[config.mk]
export PLATFORM = sky130hd
export DESIGN_NAME = alu_sweep_driver_flat
export DESIGN_NICKNAME = d
export VERILOG_FILES = /design/src/rtl/alu_sweep_driver_if.sv /design/src/rtl/alu_sweep_driver.sv /design/src/flat_wrapper.sv
export SDC_FILE = /design/constraint.sdc
export NUM_CORES = 1
export LEC_CHECK = 0
export ABC_AREA = 0
export BUFFER_PORTS_ARGS = -buffer_cell sky130_fd_sc_hd__buf_2
export CAP_MARGIN = 20
export CORE_ASPECT_RATIO = 0.7
export CORE_UTILIZATION = 48
export CTS_CLUSTER_DIAMETER = 60
export DETAILED_ROUTE_END_ITERATION = 7
export GPL_ROUTABILITY_DRIVEN = 0
export HOLD_SLACK_MARGIN = 0.15
export PLACE_DENSITY_LB_ADDON = 0.3
export SETUP_SLACK_MARGIN = 0.02
export SYNTH_ARGS = -nofsm -noshare
export SYNTH_HDL_FRONTEND = slang
export SYNTH_SLANG_ARGS = --single-unit
[constraint.sdc]
create_clock -name clk -period 1.9 [get_ports clk]
set_clock_uncertainty 0.1 [all_clocks]
set_input_delay 0 -clock clk [delete_from_list [all_inputs] [get_ports clk]]
set_output_delay 0 -clock clk [all_outputs]
set_load 0.1 [all_outputs]
[src/rtl/alu_sweep_driver_if.sv]
// Bundle between alu_sweep_driver and its surroundings: command source,
// ALU operand/opcode/result lines and the result stream.
// master = the sweep driver, slave = the command source / ALU / consumer side.
interface alu_sweep_driver_if;
    logic       start;
    logic [3:0] op_a;
    logic [3:0] op_b;
    logic [3:0] alu_a;
    logic [3:0] alu_b;
    logic [2:0] alu_s;
    logic [7:0] alu_y;
    logic       res_valid;
    logic       res_ready;
    logic [7:0] res_data;
    logic [2:0] res_sel;
    logic       busy;
    logic       done;
    logic       err;
    logic [3:0] err_cnt;

    modport master (
        input  start, op_a, op_b, alu_y, res_ready,
        output alu_a, alu_b, alu_s, res_valid, res_data, res_sel,
               busy, done, err, err_cnt
    );

    modport slave (
        output start, op_a, op_b, alu_y, res_ready,
        input  alu_a, alu_b, alu_s, res_valid, res_data, res_sel,
               busy, done, err, err_cnt
    );
endinterface

[src/rtl/alu_sweep_driver.sv]
// Sweep driver for the 4-bit combinational ALU: latches one operand pair,
// steps alu_s through opcodes 0..7, waits SETTLE_CYCLES edges per opcode,
// captures alu_y and hands each result out over valid/ready.
// Optional macro ALU_CHECK_EN: adds a reference model that compares every
// captured result and reports mismatches on err / err_cnt.
//
// state   | meaning
// --------+-----------------------------------------------------------
// IDLE    | waiting for start; outputs hold last values (busy=0)
// SETTLE  | opcode on alu_s, counting down until alu_y is sampled
// OUT     | result presented on res_*, waiting for the handshake
module alu_sweep_driver #(
    parameter int unsigned SETTLE_CYCLES = 1
) (
    input  logic               clk,
    input  logic               rst_n,
    alu_sweep_driver_if.master bus
);

    typedef enum logic [1:0] {
        ST_IDLE   = 2'd0,
        ST_SETTLE = 2'd1,
        ST_OUT    = 2'd2
    } state_t;

    localparam logic [3:0] LP_SETTLE = 4'(SETTLE_CYCLES);

    state_t     r_state;
    state_t     w_state_nxt;
    logic [3:0] r_cnt;
    logic [3:0] r_alu_a;
    logic [3:0] r_alu_b;
    logic [2:0] r_alu_s;
    logic       r_res_valid;
    logic [7:0] r_res_data;
    logic [2:0] r_res_sel;
    logic       r_busy;
    logic       r_done;

    logic       w_accept;
    logic       w_capture;
    logic       w_handshake;
    logic       w_last;

    assign w_last = (r_alu_s == 3'd7);

    // State register
    always_ff @(posedge clk or negedge rst_n) begin
        if (!rst_n) begin
            r_state <= ST_IDLE;
        end else begin
            r_state <= w_state_nxt;
        end
    end

    // Next-state decode and datapath strobes
    always_comb begin
        w_state_nxt = r_state;
        w_accept    = 1'b0;
        w_capture   = 1'b0;
        w_handshake = 1'b0;
        case (r_state)
            ST_IDLE: begin
                if (bus.start) begin
                    w_accept    = 1'b1;
                    w_state_nxt = ST_SETTLE;
                end
            end
            ST_SETTLE: begin
                // a count of 1 means this edge is the last settle edge
                if (r_cnt <= 4'd1) begin
                    w_capture   = 1'b1;
                    w_state_nxt = ST_OUT;
                end
            end
            ST_OUT: begin
                if (r_res_valid && bus.res_ready) begin
                    w_handshake = 1'b1;
                    w_state_nxt = w_last ? ST_IDLE : ST_SETTLE;
                end
            end
            default: begin
                w_state_nxt = ST_IDLE;
            end
        endcase
    end

    // Operand/opcode drive, settle counter, result capture and status
    always_ff @(posedge clk or negedge rst_n) begin
        if (!rst_n) begin
            r_cnt       <= 4'd0;
            r_alu_a     <= 4'd0;
            r_alu_b     <= 4'd0;
            r_alu_s     <= 3'd0;
            r_res_valid <= 1'b0;
            r_res_data  <= 8'd0;
            r_res_sel   <= 3'd0;
            r_busy      <= 1'b0;
            r_done      <= 1'b0;
        end else begin
            r_done <= 1'b0;
            if (w_accept) begin
                r_alu_a <= bus.op_a;
                r_alu_b <= bus.op_b;
                r_alu_s <= 3'd0;
                r_cnt   <= LP_SETTLE;
                r_busy  <= 1'b1;
            end
            if (r_state == ST_SETTLE && !w_capture) begin
                r_cnt <= r_cnt - 4'd1;
            end
            if (w_capture) begin
                r_res_data  <= bus.alu_y;
                r_res_sel   <= r_alu_s;
                r_res_valid <= 1'b1;
            end
            if (w_handshake) begin
                r_res_valid <= 1'b0;
                if (w_last) begin
                    r_busy <= 1'b0;
                    r_done <= 1'b1;
                end else begin
                    r_alu_s <= r_alu_s + 3'd1;
                    r_cnt   <= LP_SETTLE;
                end
            end
        end
    end

`ifdef ALU_CHECK_EN
    logic       r_err;
    logic [3:0] r_err_cnt;
    logic [7:0] w_ref_y;

    // Expected ALU result for the opcode currently driven; widths follow
    // the ALU: zero-extended arithmetic/logic, 8-bit two's complement sub
    always_comb begin
        w_ref_y = 8'd0;
        case (r_alu_s)
            3'd0: w_ref_y = {4'd0, r_alu_a} + {4'd0, r_alu_b};
            3'd1: w_ref_y = {4'd0, r_alu_a} - {4'd0, r_alu_b};
            3'd2: w_ref_y = {4'd0, r_alu_a & r_alu_b};
            3'd3: w_ref_y = {4'd0, r_alu_a | r_alu_b};
            3'd4: w_ref_y = {4'd0, r_alu_a} * {4'd0, r_alu_b};
            3'd5: w_ref_y = {4'd0, r_alu_a};
            3'd6: w_ref_y = {4'd0, r_alu_b};
            3'd7: w_ref_y = {4'd0, r_alu_a ^ r_alu_b};
            default: w_ref_y = 8'd0;
        endcase
    end

    // Sticky mismatch flag and saturating mismatch counter, cleared by start
    always_ff @(posedge clk or negedge rst_n) begin
        if (!rst_n) begin
            r_err     <= 1'b0;
            r_err_cnt <= 4'd0;
        end else if (w_accept) begin
            r_err     <= 1'b0;
            r_err_cnt <= 4'd0;
        end else if (w_capture && (bus.alu_y != w_ref_y)) begin
            r_err <= 1'b1;
            if (r_err_cnt != 4'hF) begin
                r_err_cnt <= r_err_cnt + 4'd1;
            end
        end
    end

    assign bus.err     = r_err;
    assign bus.err_cnt = r_err_cnt;
`else
    assign bus.err     = 1'b0;
    assign bus.err_cnt = 4'd0;
`endif

    assign bus.alu_a     = r_alu_a;
    assign bus.alu_b     = r_alu_b;
    assign bus.alu_s     = r_alu_s;
    assign bus.res_valid = r_res_valid;
    assign bus.res_data  = r_res_data;
    assign bus.res_sel   = r_res_sel;
    assign bus.busy      = r_busy;
    assign bus.done      = r_done;

endmodule

[src/flat_wrapper.sv]
// flat-port wrapper written by rule: the top's interface ports become plain ports
module alu_sweep_driver_flat 
#(
    parameter int unsigned SETTLE_CYCLES = 1
)
  (clk, rst_n, bus_start, bus_op_a, bus_op_b, bus_alu_y, bus_res_ready, bus_alu_a, bus_alu_b, bus_alu_s, bus_res_valid, bus_res_data, bus_res_sel, bus_busy, bus_done, bus_err, bus_err_cnt);
  alu_sweep_driver_if bus_i ();
  input  logic clk;
  input  logic rst_n;
  input wire logic [$bits(bus_i.start)-1:0] bus_start;
  input wire logic [$bits(bus_i.op_a)-1:0] bus_op_a;
  input wire logic [$bits(bus_i.op_b)-1:0] bus_op_b;
  input wire logic [$bits(bus_i.alu_y)-1:0] bus_alu_y;
  input wire logic [$bits(bus_i.res_ready)-1:0] bus_res_ready;
  output wire logic [$bits(bus_i.alu_a)-1:0] bus_alu_a;
  output wire logic [$bits(bus_i.alu_b)-1:0] bus_alu_b;
  output wire logic [$bits(bus_i.alu_s)-1:0] bus_alu_s;
  output wire logic [$bits(bus_i.res_valid)-1:0] bus_res_valid;
  output wire logic [$bits(bus_i.res_data)-1:0] bus_res_data;
  output wire logic [$bits(bus_i.res_sel)-1:0] bus_res_sel;
  output wire logic [$bits(bus_i.busy)-1:0] bus_busy;
  output wire logic [$bits(bus_i.done)-1:0] bus_done;
  output wire logic [$bits(bus_i.err)-1:0] bus_err;
  output wire logic [$bits(bus_i.err_cnt)-1:0] bus_err_cnt;
  assign bus_i.start = bus_start;
  assign bus_i.op_a = bus_op_a;
  assign bus_i.op_b = bus_op_b;
  assign bus_i.alu_y = bus_alu_y;
  assign bus_i.res_ready = bus_res_ready;
  assign bus_alu_a = bus_i.alu_a;
  assign bus_alu_b = bus_i.alu_b;
  assign bus_alu_s = bus_i.alu_s;
  assign bus_res_valid = bus_i.res_valid;
  assign bus_res_data = bus_i.res_data;
  assign bus_res_sel = bus_i.res_sel;
  assign bus_busy = bus_i.busy;
  assign bus_done = bus_i.done;
  assign bus_err = bus_i.err;
  assign bus_err_cnt = bus_i.err_cnt;
  alu_sweep_driver #(.SETTLE_CYCLES(SETTLE_CYCLES)) u_core (.clk(clk), .rst_n(rst_n), .bus(bus_i));
endmodule
# After elaboration in Yosys (flattened, before gate mapping)
# Index checks and enable logic that the tools add are counted.
dict set report classes {
  eq_ne 6
  reduce_logical 6
  add_sub_neg 2
  n_lt_le_gt_ge 1
  n_mux 25
}
# op n
set ops {}
lappend ops {{4-bit two-way mux} 4}
lappend ops {{1-bit two-way mux} 14}
lappend ops {{3-bit two-way mux} 3}
lappend ops {{2-bit two-way mux} 3}
lappend ops {{2-bit one-hot mux with 3 select lines} 1}
lappend ops {{4-bit by 1-bit less-or-equal comparator with 1-bit output, second input constant} 1}
lappend ops {{2-bit by 1-bit inequality test with 1-bit output, second input constant} 2}
lappend ops {{4-bit by 1-bit subtractor with 4-bit output, second input constant} 1}
lappend ops {{3-bit by 1-bit adder with 3-bit output, second input constant} 1}
lappend ops {{3-bit == test, second input constant} 1}
lappend ops {{3-bit AND reduction} 1}
lappend ops {{2-bit by 1-bit == test with 1-bit output, second input constant} 1}
lappend ops {{2-bit == test, second input constant} 1}
lappend ops {{1-bit logical AND} 2}
lappend ops {{2-bit logical NOT} 1}
lappend ops {{2-bit inequality test, second input constant} 1}
lappend ops {{2-bit nonzero test} 1}
lappend ops {{1-bit logical NOT} 1}
dict set report totals {
  ff_bits 31
  inputBits 20
  output_inout_bits 30
  word_cells 50
}

# Logic depth before layout (Yosys ltp)
# Gate-level depths: netlist of the first run.
dict set report depth {
  word_depth 8
  ltp_mapped 6
  depth_no_buf 6
}

# Worst setup path before layout of the first run
# Ideal clock, no wire load.
dict set report synth_path {
  path_kind {register -> register}
  startpoint {register u_core.r_alu_s[0], in the netlist u_core.bus.alu_s[0]}
  endpoint {register u_core.r_busy, in the netlist u_core.bus.busy}
  path_buffers 0
  t_arrival_ns 1.958
  path_slack_ns -0.281
  synth_period_minus_slack_ns 2.181
  path_stages_with_launch 7
  required_time_ns 1.677
  setup_time_ns 0.123
  cell_sequence {dfrtp_1 ha_1 ha_1 inv_1 or3_1 a21oi_1 nor2_1}
}
dict set report synth_via {
  elab_chain_len 3
}
# element line_no
set synth_lines {}
lappend synth_lines {{from (decl)} alu_sweep_driver.sv:33} ;# logic [2:0] r_alu_s;
lappend synth_lines {{from (signal assigned)} alu_sweep_driver.sv:123} ;# r_alu_s <= r_alu_s + 3'd1;
lappend synth_lines {{3-bit == test} alu_sweep_driver.sv:45} ;# assign w_last = (r_alu_s == 3'd7);
lappend synth_lines {{1-bit two-way mux} alu_sweep_driver.sv:119} ;# if (w_last) begin
lappend synth_lines {{1-bit two-way mux} alu_sweep_driver.sv:117} ;# if (w_handshake) begin
lappend synth_lines {{to (signal assigned)} alu_sweep_driver.sv:98} ;# r_busy <= 1'b0;
lappend synth_lines {{to (signal assigned)} alu_sweep_driver.sv:107} ;# r_busy <= 1'b1;
lappend synth_lines {{to (signal assigned)} alu_sweep_driver.sv:120} ;# r_busy <= 1'b0;
lappend synth_lines {{to (decl)} alu_sweep_driver.sv:37} ;# logic r_busy;
# Every way passes these cells.
# A chain may end at the register's enable or synchronous reset.

# Worst setup path in the final report of the first run
dict set report layout_path {
  startpoint {register u_core.r_cnt[0]}
  endpoint {register u_core.r_res_data[5], in the netlist u_core.bus.res_data[5]}
}
dict set report layout_via {
  elab_chain_len 3
}
# element line_no
set layout_lines {}
lappend layout_lines {{from (decl)} alu_sweep_driver.sv:30} ;# logic [3:0] r_cnt;
lappend layout_lines {{from (signal assigned)} alu_sweep_driver.sv:110} ;# r_cnt <= r_cnt - 4'd1;
lappend layout_lines {{4-bit by 1-bit less-or-equal comparator with 1-bit output} alu_sweep_driver.sv:71} ;# if (r_cnt <= 4'd1) begin
lappend layout_lines {{1-bit two-way mux} alu_sweep_driver.sv:71}
lappend layout_lines {{1-bit two-way mux} alu_sweep_driver.sv:62} ;# case (r_state)
lappend layout_lines {{to (signal assigned)} alu_sweep_driver.sv:113} ;# r_res_data <= bus.alu_y;
lappend layout_lines {{to (decl)} alu_sweep_driver.sv:35} ;# logic [7:0] r_res_data;
# Every way passes these cells.

==> flow_metrics.env, run 1 <==
export IMPL_critPathMaxFanout=13
export IMPL_place_ws_ns=0.1414
export IMPL_startpoint_type="flop"
export IMPL_pin_count=50
export IMPL_area_delta_synth_final_pct=41.38
export IMPL_nets=218
export IMPL_routed_via_count=1159
export IMPL_cts_buffers=5
export IMPL_dp_hpwl_microns=1885
export IMPL_topRoutingLayerUsed="met4"
export IMPL_clock_fmax_mhz=570.1
export IMPL_start_util_pct=53.04
export IMPL_tightest_slew_ns=0.6724
export IMPL_critPathLaunch="u_core.r_cnt[0]"
export IMPL_numPortBuffers=44
export IMPL_slew_headroom_pct=55.17
export IMPL_die_h_microns=46.60
export IMPL_drv_slew=0
export IMPL_antenna_found_initial=0
export IMPL_clkTransAtPathRegs_ns=0.06
export IMPL_crit_arrival_ns=1.81
export IMPL_r2r_slack_ns=0.15
export IMPL_layout_worst_path_cycle_share_pct=92.32
export IMPL_die_w_microns=65.71
export IMPL_drive_above_1_share_pct=34.36
export IMPL_wl_met3_microns=205
export IMPL_rows=15
export IMPL_rsz0062_at_grt="false"
export IMPL_status="finished clean"
export IMPL_worstReg2RegEnd="u_core.bus.res_data[5]"
export IMPL_fp_coreArea_sq_um=2571
export IMPL_hold_class="in2async"
export IMPL_fin_util_pct=74.99
export IMPL_viasPerCell=5.061
export IMPL_drt_iter0_drc=59
export IMPL_required_ns=1.96
export IMPL_drc=0
export IMPL_worstSetupPathType="reg2reg"
export IMPL_hold_ws_ns=0.1955
export IMPL_yosysWarningCount=0
export IMPL_finalSetupTns_ns=0
export IMPL_maxCapViolations=0
export IMPL_track_usage_pct=21.84
export IMPL_wirelength_microns=2968
export IMPL_cts_sinks=31
export IMPL_clkLatencyLatePin_ns=0.28
export IMPL_yosysSeqAreaShare_pct=56.88
export IMPL_cts_tree="yes"
export IMPL_post_cts_setup_buffers=0
export IMPL_final_common_cell="buf_2"
export IMPL_finalSetupViolations=0
export IMPL_route_detailed_wl_per_inst_microns=12.96
export IMPL_worstPathCellList="inv_1 > ha_1 > nor2_2 > nor3_4 > buf_4 > mux2_1"
export IMPL_synth_cell_types=28
export IMPL_min_period_ns=1.754
export IMPL_overflow=0
export IMPL_setup_slack_ns=0.1460
export IMPL_cts_buffer_depth=2
export IMPL_grt_pass1_vias=1019
export IMPL_ctsRootBufferMaster="clkbuf_8"
export IMPL_synth_seq_cells=31
export IMPL_end_kind="flop"
export IMPL_grt_max_degree=32
export IMPL_final_cell_mix="44 x buf_2, 30 x nand2_1, 27 x dfrtp_1, 19 x dlygate4sd3_1, 8 x mux2_1"
export IMPL_r2r_start="u_core.r_cnt[0]"
export IMPL_n_antenna_cell=0
export IMPL_ant_nets=0
export IMPL_reg2reg_depth=6
export IMPL_cp_slowest_cell="dfrtp_1"
export IMPL_grt_pass1_wl_microns=4692
export IMPL_die_area_sq_um=3062
export IMPL_cts_max_level=2
export IMPL_met2_wirelength_microns=1411
export IMPL_synth_area_per_cell_sq_um=10.82
export IMPL_wl_met1_microns=1286
export IMPL_drt_pass1_iter_count=4
export IMPL_synth_area_sq_um=1364
export IMPL_finalHoldViolCount=0
export IMPL_synthCells=126
export IMPL_max_stage_delay_ns=0.38
sequential cells by signal (all words and copies together), names as in the netlist:
| signal | count |
|---|---|
| u_core.bus.res_sel | 3 |
| u_core.r_cnt | 4 |
| u_core.r_state | 2 |
| u_core.bus.done | 1 |
| u_core.bus.alu_s | 3 |
| u_core.bus.alu_a | 4 |
| u_core.bus.res_valid | 1 |
| u_core.bus.busy | 1 |
| u_core.bus.res_data | 8 |
| u_core.bus.alu_b | 4 |
metrics by stage:
stage | cells | instance area (sq um)
after global routing | 229 | 1928
after CTS | 229 | 1912
after floorplan | 130 | 1384
final | 229 | 1928
after global placement | 202 | 1604
after detailed placement | 202 | 1604
cells in the mapped netlist (all sizes together):
| cell type | instances | share of area [%] |
|---|---|---|
| dfrtp | 31 | 57 |
| nand2 | 30 | 8.3 |
| mux2 | 11 | 9.1 |
| buf | 7 | 3.9 |
| nand3 | 7 | 2.6 |
| nor2 | 7 | 2.1 |
| inv | 5 | 1.4 |
| a21oi | 4 | 1.5 |
| ha | 4 | 3.7 |
| o21ai | 4 | 1.5 |
| and3 | 3 | 1.4 |
| a21o | 1 | 0.55 |
| a31o | 1 | 0.64 |
| clkbuf | 1 | 0.27 |
| conb | 1 | 0.27 |
| mux2i | 1 | 0.73 |
| nand2b | 1 | 0.46 |
| nand4b | 1 | 0.64 |
| nor2b | 1 | 0.46 |
| nor3 | 1 | 1.2 |
| nor4 | 1 | 0.46 |
| o311ai | 1 | 1.2 |
| or2 | 1 | 0.46 |
| or3 | 1 | 0.46 |
repair_timing:
item | 4_1_cts | 5_1_grt
setup endpoints to repair | 0 | 2
hold buffers | 19 | 0
hold endpoints to repair | 55 | 0
gates resized for setup | 0 | 2
worst max path at each step:
stage,to
after floorplan,u_core.bus.busy
after global placement,u_core.r_cnt[3]
after detailed placement,u_core.r_cnt[3]
after CTS,u_core.r_cnt[3]
after global routing,u_core.r_cnt[3]
final,u_core.bus.res_data[5]
worst max-delay path, delay by kind of cell, from the launching register on:
kind / cells / cell delay (ns)
DFF: 1 / 0.38
muxes: 1 / 0.33
and+or+nand+nor: 2 / 0.30
buffers and inverters: 2 / 0.28
adders and majority gates: 1 / 0.23
cells by family after synthesis:
kind of cell	Yosys count	synth area share, %
AO/OA/AOI/OAI	11	5.322
adder cells (fa/ha/maj)	4	3.670
buffers and inverters	13	5.596
flip-flops	31	56.88
multiplexers	12	9.817
other	1	0.2750
AND/OR/NAND/NOR	54	18.44
final cells by class:
| type | instances | area [sq um] |
|---|---|---|
| Fill cell | 177 | 643.1 |
| Inverter | 5 | 18.77 |
| Sequential cell | 31 | 780.7 |
| Multi-Input combinational cell | 86 | 543.0 |
| Clock buffer | 6 | 82.58 |
| Tap cell | 34 | 42.54 |
| Timing Repair Buffer | 65 | 425.4 |
| Clock inverter | 2 | 35.03 |
layer usage:
layer  vias up  track usage (%)
met5         -                0
met4         0            10.43
met1       555            27.96
met2        51            34.69
li1        544                -
met3         9            6.188
Power of run 1 is not shown: default switching activity piles up to over one toggle a cycle in this logic, so the estimate is an artifact.
==> run 2, diff against run 1 <==
--- a/config.mk
+++ b/config.mk
@@ -8,12 +8,15 @@
 export ABC_AREA = 0
 export BUFFER_PORTS_ARGS = -buffer_cell sky130_fd_sc_hd__buf_2
 export CAP_MARGIN = 20
+export CELL_PAD_IN_SITES_DETAIL_PLACEMENT = 1
+export CELL_PAD_IN_SITES_GLOBAL_PLACEMENT = 2
 export CORE_ASPECT_RATIO = 0.7
-export CORE_UTILIZATION = 48
+export CORE_UTILIZATION = 29
 export CTS_CLUSTER_DIAMETER = 60
 export DETAILED_ROUTE_END_ITERATION = 7
 export GPL_ROUTABILITY_DRIVEN = 0
 export HOLD_SLACK_MARGIN = 0.15
+export MAX_ROUTING_LAYER = met4
 export PLACE_DENSITY_LB_ADDON = 0.3
 export SETUP_SLACK_MARGIN = 0.02
 export SYNTH_ARGS = -nofsm -noshare
==> flow_metrics.env, run 2 (same netlist as run 1, synthesis figures left out) <==
export IMPL_status="finished clean"
export IMPL_grt_pass1_vias=1168
export IMPL_die_area_sq_um=4985
export IMPL_clkLatencyLatePin_ns=0.28
export IMPL_drive_above_1_share_pct=33.33
export IMPL_worstReg2RegEnd="u_core.bus.res_data[2]"
export IMPL_finalSetupTns_ns=0
export IMPL_slew_headroom_pct=54.24
export IMPL_largest_register_ffs=8
export IMPL_min_period_ns=1.788
export IMPL_cts_tree="yes"
export IMPL_n_antenna_cell=0
export IMPL_numPortBuffers=44
export IMPL_final_common_cell="buf_2"
export IMPL_dp_hpwl_microns=2380
export IMPL_r2r_slack_ns=0.11
export IMPL_reg2reg_depth=6
export IMPL_drv_slew=0
export IMPL_layout_worst_path_cycle_share_pct=94.10
export IMPL_cts_max_level=2
export IMPL_drc=0
export IMPL_ctsRootBufferMaster="clkbuf_8"
export IMPL_routed_via_count=1139
export IMPL_cts_buffers=5
export IMPL_clock_fmax_mhz=559.3
export IMPL_route_detailed_wl_per_inst_microns=14.11
export IMPL_clkTransAtPathRegs_ns=0.07
export IMPL_final_cell_mix="44 x buf_2, 30 x nand2_1, 27 x dfrtp_1, 19 x dlygate4sd3_1, 8 x mux2_1"
export IMPL_nets=218
export IMPL_drt_iter0_drc=27
export IMPL_pin_count=50
export IMPL_area_delta_synth_final_pct=40.64
export IMPL_die_w_microns=83.97
export IMPL_overflow=0
export IMPL_r2r_start="u_core.r_cnt[0]"
export IMPL_ant_nets=0
export IMPL_wirelength_microns=3527
export IMPL_cts_sinks=31
export IMPL_required_ns=1.97
export IMPL_post_cts_setup_buffers=0
export IMPL_die_h_microns=59.38
export IMPL_maxCapViolations=0
export IMPL_antenna_found_initial=0
export IMPL_end_kind="flop"
export IMPL_grt_pass1_wl_microns=5796
export IMPL_crit_arrival_ns=1.86
export IMPL_rows=20
export IMPL_cts_buffer_depth=2
export IMPL_track_usage_pct=16.25
export IMPL_finalSetupViolations=0
export IMPL_tightest_slew_ns=0.6864
export IMPL_fp_coreArea_sq_um=4429
export IMPL_critPathMaxFanout=13
export IMPL_drt_pass1_iter_count=4
export IMPL_hold_class="in2async"
export IMPL_viasPerCell=4.556
export IMPL_startpoint_type="flop"
export IMPL_worstSetupPathType="reg2reg"
export IMPL_finalHoldViolCount=0
export IMPL_rsz0062_at_grt="true"
export IMPL_grt_max_degree=32
export IMPL_start_util_pct=30.79
[run 2: final cells by class]
cell class                 count  area [sq um]
inverter                       5         18.77
multi-input combinational     86         543.0
sequential                    31         780.7
clock buffer                   7         76.32
clock inverter                 1         5.005
tap                           55         68.82
timing repair buffer          65         425.4
fill                         516          2511
[run 2: what timing repair did]
action                                 4_1_cts  5_1_grt
hold buffers                                19        0
setup endpoints to repair                    0        3
resized for setup                            0        2
endpoints found under the hold margin       52        0
[run 2: worst max-delay path, cell delays in order (launching register included)]
cell and delay, ns:
dfrtp_1 0.41, inv_1 0.11, ha_1 0.22, nor2_2 0.09
nor3_4 0.15, buf_4 0.23, mux2_2 0.36
[run 2: per-stage QoR]
step           cell area [sq um]  utilization (%)  setup WS [ns]  hold WS [ns]  cells
2_1_floorplan               1384                -        0.02648       -0.3956    130
3_3_place_gp                1630            36.81         0.2137      -0.01531    223
3_5_place_dp                1630            36.81         0.1126      -0.01945    223
4_1_cts                     1902            42.94        0.09891        0.2208    250
5_1_grt                     1918            43.31        0.01956        0.2814    250
6_report                    1918            43.31         0.1121        0.1883    250
[run 2: how the worst max path moves through the flow]
| stage | slack (ns) | endpoint | depth (start not counted) | startpoint |
|---|---|---|---|---|
| after detailed placement | 0.11 | u_core.r_cnt[3] | 6 | u_core.r_cnt[0] |
| after global placement | 0.21 | u_core.bus.res_data[2] | 6 | u_core.r_cnt[0] |
| after global routing | 0.02 | u_core.r_cnt[1] | 6 | u_core.r_cnt[0] |
| after CTS | 0.1 | u_core.r_cnt[3] | 6 | u_core.r_cnt[0] |
| after floorplan | 0.03 | u_core.bus.busy | 6 | u_core.bus.alu_s[1] |
| final | 0.11 | u_core.bus.res_data[2] | 6 | u_core.r_cnt[0] |
[run 2: routing by layer]
layer  track usage (%)  vias to the layer above  part of all wire, %
met1             19.65                      575                   44
met5                 -                        -                    0
li1                  -                      541                    -
met3             5.014                        6                  3.2
met2             25.76                       17                   51
met4             6.650                        0                  1.7
Power of run 2 is left out for the same reason.
